## src/rtl/tcp_misc_pkg.sv

```systemverilog
// Shared scheduler/TX types: grant data, flag-clear commands and the TX dispatch action.
// Flag-command and dispatch-type literals carry prefixes so they cannot clash with FSM state names.
package tcp_misc_pkg;

    localparam int FLOWID_W = 8;

    typedef enum logic [1:0] {
        FLAG_NOP   = 2'd0,
        FLAG_SET   = 2'd1,
        FLAG_CLEAR = 2'd2
    } sched_flag_cmd_e;

    typedef struct packed {
        logic [FLOWID_W-1:0] flowid;
        logic                rt_flag;
        logic                ack_pend_flag;
        logic                data_pend_flag;
    } sched_data_struct;

    localparam int SCHED_DATA_STRUCT_W = $bits(sched_data_struct);

    typedef struct packed {
        logic [FLOWID_W-1:0] flowid;
        sched_flag_cmd_e     rt_pend_set_clear;
        sched_flag_cmd_e     ack_pend_set_clear;
        sched_flag_cmd_e     data_pend_set_clear;
    } sched_cmd_struct;

    localparam int SCHED_CMD_STRUCT_W = $bits(sched_cmd_struct);

    typedef enum logic [1:0] {
        DISP_RT   = 2'd0,
        DISP_ACK  = 2'd1,
        DISP_DATA = 2'd2
    } sched_dispatch_type_e;

    typedef struct packed {
        logic [FLOWID_W-1:0]  flowid;
        sched_dispatch_type_e dispatch_type;
    } sched_dispatch_struct;

    localparam int SCHED_DISPATCH_STRUCT_W = $bits(sched_dispatch_struct);

    function automatic sched_flag_cmd_e clear_if(input logic flag);
        return flag ? FLAG_CLEAR : FLAG_NOP;
    endfunction

endpackage

```

## src/rtl/sched_action_prio_enc.sv

```systemverilog
// Picks the highest-priority pending action from a {rt, ack, data} mask.
// Returns its one-hot bit and dispatch type; an empty mask yields a zero one-hot.
module sched_action_prio_enc
    import tcp_misc_pkg::*;
(
    input  logic [2:0] mask_i,
    output logic [2:0] onehot_o,
    output logic [1:0] type_o
);

    always_comb begin
        onehot_o = 3'b000;
        type_o   = DISP_DATA;
        if (mask_i[2]) begin
            onehot_o = 3'b100;
            type_o   = DISP_RT;
        end else if (mask_i[1]) begin
            onehot_o = 3'b010;
            type_o   = DISP_ACK;
        end else if (mask_i[0]) begin
            onehot_o = 3'b001;
            type_o   = DISP_DATA;
        end
    end

endmodule

```

## src/rtl/sched_tx_dispatch.sv

```systemverilog
// Takes one scheduler grant at a time, issues its RT/ACK/DATA actions in priority order,
// then sends a single flag-clear command back to the scheduler before accepting the next grant.
module sched_tx_dispatch
    import tcp_misc_pkg::*;
#(
    parameter int ACK_PIGGYBACK = 1
) (
    input  logic                               clk,
    input  logic                               rst,
    input  logic                               sched_tx_req_val,
    input  logic [SCHED_DATA_STRUCT_W-1:0]     sched_tx_req_data,
    output logic                               sched_tx_req_rdy,
    output logic                               dispatch_val,
    output logic [SCHED_DISPATCH_STRUCT_W-1:0] dispatch_data,
    input  logic                               dispatch_rdy,
    output logic                               tx_sched_update_val,
    output logic [SCHED_CMD_STRUCT_W-1:0]      tx_sched_update_cmd,
    input  logic                               sched_tx_update_rdy
);

    typedef enum logic [1:0] {
        ST_IDLE,
        ST_DISPATCH,
        ST_CLEAR
    } state_e;

    state_e              state_q;
    logic [2:0]          mask_q;
    logic                req_rdy_q;
    logic                disp_val_q;
    logic                upd_val_q;

    logic [FLOWID_W-1:0] flow_q;
    logic                rt_q;
    logic                ack_q;

    sched_data_struct    req_s;
    logic [2:0]          mask_d;
    logic [2:0]          rem_d;
    logic [2:0]          pick_oh;
    logic [1:0]          pick_type;
    logic                accept;
    logic                disp_fire;
    logic                upd_fire;
    sched_cmd_struct     cmd_s;

    assign req_s     = sched_tx_req_data;
    assign accept    = sched_tx_req_val & req_rdy_q;
    assign disp_fire = disp_val_q & dispatch_rdy;
    assign upd_fire  = upd_val_q & sched_tx_update_rdy;

    // A piggybacked ACK rides on the DATA action, so it never gets its own dispatch slot.
    assign mask_d = {req_s.rt_flag,
                     req_s.ack_pend_flag & ~((ACK_PIGGYBACK != 0) & req_s.data_pend_flag),
                     req_s.data_pend_flag};

    sched_action_prio_enc u_prio (
        .mask_i   (mask_q),
        .onehot_o (pick_oh),
        .type_o   (pick_type)
    );

    assign rem_d = mask_q & ~pick_oh;

    always_ff @(posedge clk or posedge rst) begin
        if (rst) begin
            state_q    <= ST_IDLE;
            mask_q     <= 3'b000;
            req_rdy_q  <= 1'b1;
            disp_val_q <= 1'b0;
            upd_val_q  <= 1'b0;
        end else begin
            case (state_q)
                ST_IDLE: begin
                    if (accept) begin
                        req_rdy_q <= 1'b0;
                        mask_q    <= mask_d;
                        if (mask_d != 3'b000) begin
                            state_q    <= ST_DISPATCH;
                            disp_val_q <= 1'b1;
                        end else begin
                            state_q   <= ST_CLEAR;
                            upd_val_q <= 1'b1;
                        end
                    end
                end
                ST_DISPATCH: begin
                    // After the last action retires, one idle cycle separates dispatch from the command.
                    if (disp_fire) begin
                        mask_q <= rem_d;
                        if (rem_d == 3'b000) begin
                            disp_val_q <= 1'b0;
                        end
                    end else if (!disp_val_q) begin
                        state_q   <= ST_CLEAR;
                        upd_val_q <= 1'b1;
                    end
                end
                ST_CLEAR: begin
                    if (upd_fire) begin
                        state_q   <= ST_IDLE;
                        upd_val_q <= 1'b0;
                        req_rdy_q <= 1'b1;
                    end
                end
                default: begin
                    state_q <= ST_IDLE;
                end
            endcase
        end
    end

    always_ff @(posedge clk) begin
        if (accept) begin
            flow_q <= req_s.flowid;
            rt_q   <= req_s.rt_flag;
            ack_q  <= req_s.ack_pend_flag;
        end
    end

    // The clear uses the original ACK flag, so a piggybacked ACK is still cleared.
    always_comb begin
        cmd_s.flowid              = flow_q;
        cmd_s.rt_pend_set_clear   = clear_if(rt_q);
        cmd_s.ack_pend_set_clear  = clear_if(ack_q);
        cmd_s.data_pend_set_clear = FLAG_NOP;
    end

    assign sched_tx_req_rdy    = req_rdy_q;
    assign dispatch_val        = disp_val_q;
    assign dispatch_data       = {flow_q, pick_type};
    assign tx_sched_update_val = upd_val_q;
    assign tx_sched_update_cmd = cmd_s;

endmodule
```

## config.mk

```make
export PLATFORM = sky130hd
export DESIGN_NAME = sched_tx_dispatch
export DESIGN_NICKNAME = d
export VERILOG_FILES = /design/src/rtl/tcp_misc_pkg.sv /design/src/rtl/sched_action_prio_enc.sv /design/src/rtl/sched_tx_dispatch.sv
export SDC_FILE = /design/constraint.sdc
export NUM_CORES = 1
export LEC_CHECK = 0
export CORE_MARGIN = 1.5
export CORE_UTILIZATION = 42
export DETAILED_ROUTE_END_ITERATION = 16
export PLACE_DENSITY = 0.83
export SETUP_SLACK_MARGIN = 0.2
export SYNTH_ARGS = -nofsm -noshare
export SYNTH_HDL_FRONTEND = slang
export SYNTH_SLANG_ARGS = --single-unit
```

## constraint.sdc

```tcl
create_clock -name clk -period 1.85 [get_ports clk]
set_input_delay 0.185 -clock clk [delete_from_list [all_inputs] [get_ports clk]]
set_output_delay 0.185 -clock clk [all_outputs]
set_load 0.02 [all_outputs]
```

==> metrics.txt <==
area delta synth->final=35.7%; Crit path max-delay family=buffers and inverters; RSZ-0062 raised after global routing=false; Startpoint Class=register; gr ovfl total=0; final worst path period share=81.4%; Clock Sinks=18; layout cells sized above 1=between 8 and 9%; worst path bufs/invs=1; Synth async-reset ratio=~44%; Worst Setup EP=dispatch_val; CTS clk-pin slew, worst paths=0.09 ns; area occupied by multi-input gates=248 um^2; Mapped Cells=76; GPL Wtd Cong=0.779; Synth Area in Simple Gates=10.6%; total power=1.20 mW; Critical Path RT=1.66 ns; Yosys top cell by area=edfxtp_1; Final Non-Filler Cells=131; die span in y=49.1 um; critical-path cell list=clkdlybuf4s50_1; Synth Flop Type=edfxtp_1; Num CTS Buffers=3; DRC viols=0; Ports=43; combinational cell fraction of total power=35.9%; VDD IR max=0.000722 V; #FFs+latches synth=18; mapped cell area=893 um^2; Setup crit end kind=primary output; CTS tree=done; Data arrival, critical path=about 1.3 ns; final core occ=61.2%; Fill cells=167; Hold Path Class=in2async; endpoints failing hold=0; CORE AREA=1980 um^2; DR iter-0 viols=8; crit-path max cell delay=0.63 ns; Vias=650; Synthesis Warnings=0; net switching power=405 uW; vias in the first global route=597; CTS H-Tree Depth=1; Final Max Tran Viols=0; worst reg2reg endpoint=tx_sched_update_val; WL/cell=12.1 um; P_leak=0.491 nW; xor/xnor cell area share of the yosys netlist=0%; initial antenna violation count=0; clk root buf=clkbuf_4; f_max=664 MHz; n_diodes=0; synth unique cells=31; Synth top area share=33.6%; mux cell area share after synthesis=0%; dominant combinational cell family by area after synthesis=buffers and inverters; largest net degree at the start of global routing=12; Die Area=2410 um^2; status=complete, no violations; Compound-Gate Fraction of Synth Area=14.3%; Period minus WS final=roughly 1.5 ns; Critical Path Slowest Stage Cell=clkdlybuf4s50_1; sequential fraction of the synthesis area=around 56%; WP depth=1; port buffer count=38; Worst Setup SP=dispatch_val; clock power share=15.3%; GR Util All Layers=14.8%; sequential share of power=48.7%; DPL Wire Length=1.25 mm; worst-case clock buffer depth=2; R2R Setup Slk=0.51 ns; Post-synth EDFFs=10; ANT nets after route=0; Critical Path Fanout Max=5; power per cell area=992 nW/um^2; final setup vio count=0; Starting Density=45.1%; Vias/cell=4.96; largest cells by area after synthesis=edfxtp_1 34%, dfrtp_1 20%, buf_4 12%, dfstp_2 2.9%, buf_6 2.5%; first-pass GRT wire length=roughly 2.7 mm; critical path type=reg2out; Nets=about 120; Total Routed Length=roughly 1.6 mm; chip width=49.1 um; dpl cells=127; Fin Clk Skew=around 0.0027 ns; 1st-pass router iterations=4; path depth of the worst reg2reg path=3; post-synthesis area per instance=11.8 um^2; R2R Path Start=sched_tx_req_rdy; site row count=16; Int Pwr=798 uW; switch share=33.7%; max-cap viol count=0; final setup TNS=0 ns; post-synthesis adder-cell area fraction=under 10%; FF/Latch Area=502 um^2; Clk Latency, worst-skew pair=0.28 ns
==> cells in the final DEF (no fill, tap or decap), types with 2 or more instances in the layout <==
| master | synthesis | layout |
|---|---|---|
| dfrtp_1 | 7 | 7 |
| conb_1 | 1 | 4 |
| o21ai_0 | 2 | 2 |
| nand2_1 | 2 | 2 |
| clkdlybuf4s50_1 | 0 | 35 |
| clkbuf_4 | 0 | 3 |
| a21oi_1 | 3 | 3 |
| edfxtp_1 | 10 | 10 |
| nand2b_1 | 2 | 2 |
| nor2b_1 | 3 | 3 |
| dlygate4sd2_1 | 0 | 2 |
| a31oi_1 | 2 | 2 |
| inv_1 | 6 | 6 |
| nor2_1 | 3 | 3 |
| o22ai_1 | 2 | 2 |
==> metrics by stage <==
step           setup WS, ns  hold WS (ns)  instance area [um^2]
2_1_floorplan         0.499    -0.0000579                   905
3_3_place_gp          0.426         0.462                  1190
3_5_place_dp          0.330         0.464                  1190
4_1_cts               0.207         0.153                  1210
5_1_grt               0.288         0.176                  1210
6_report              0.345         0.146                  1210
==> area by class of cell <==
cell class                 count  share of cell area (%)
multi-input combinational     38                    20.4
clock buffer                   3                    1.86
clock inverter                 1                   0.310
timing repair buffer          38                    31.4
tap                           27                    2.79
inverter                       6                    1.86
sequential                    18                    41.4
==> sequential cells by signal, indices dropped and copies added (netlist names) <==
register,flops
dispatch_val,1
rt_q,1
flow_q,8
ack_q,1
state_q,2
mask_q,3
sched_tx_req_rdy,1
tx_sched_update_val,1
==> how the worst min path moves through the flow <==
stage                                endpoint  slack [ns]  cells past startpoint
final                               mask_q[2]        0.15                      2
after global routing      tx_sched_update_val        0.18                      2
after CTS                           mask_q[0]        0.15                      2
after detailed placement            mask_q[0]        0.46                      2
after global placement              mask_q[2]        0.46                      2
after floorplan                  dispatch_val    -0.00006                      1
==> power groups by stage <==
stage,logic (mW),registers [mW],clock network [mW]
floorplan,0.319,0.574,0
global placement,0.442,0.588,0
detailed placement,0.449,0.590,0
CTS,0.439,0.585,0.195
global route,0.472,0.599,0.220
finish,0.432,0.586,0.184
==> layer usage <==
layer	vias to the layer above	global-route usage, %	share of wire (%)
met1	315	18.1	42
met5	-	0	0
met4	0	4.29	0
met2	31	25.2	50
li1	304	-	-
met3	0	3.99	7.5
==> cells by family (layout without fill, tap and decap cells) <==
group | Yosys count | after routing
AOI/OAI and AO/OA | 18 | 18
adders and majority gates | 1 | 1
buffers and inverters | 23 | 48
DFF | 18 | 18
other | 1 | 4
and+or+nand+nor | 15 | 15
==> repair_timing <==
item,CTS,global route
setup endpoints to repair,2,1
cloned,0,0
hold buffers,0,0
setup buffers,0,0
resized for setup,2,1
==> cells in the mapped netlist (all sizes together) (2+ instances only) <==
master and instances:
nor2 3, buf 17, inv 6, a31oi 2
nor2b 3, edfxtp 10, a21oi 3, dfrtp 7
nand2b 2, nand2 2, o21ai 3, o22ai 2
(Power assumes the default switching activity.)
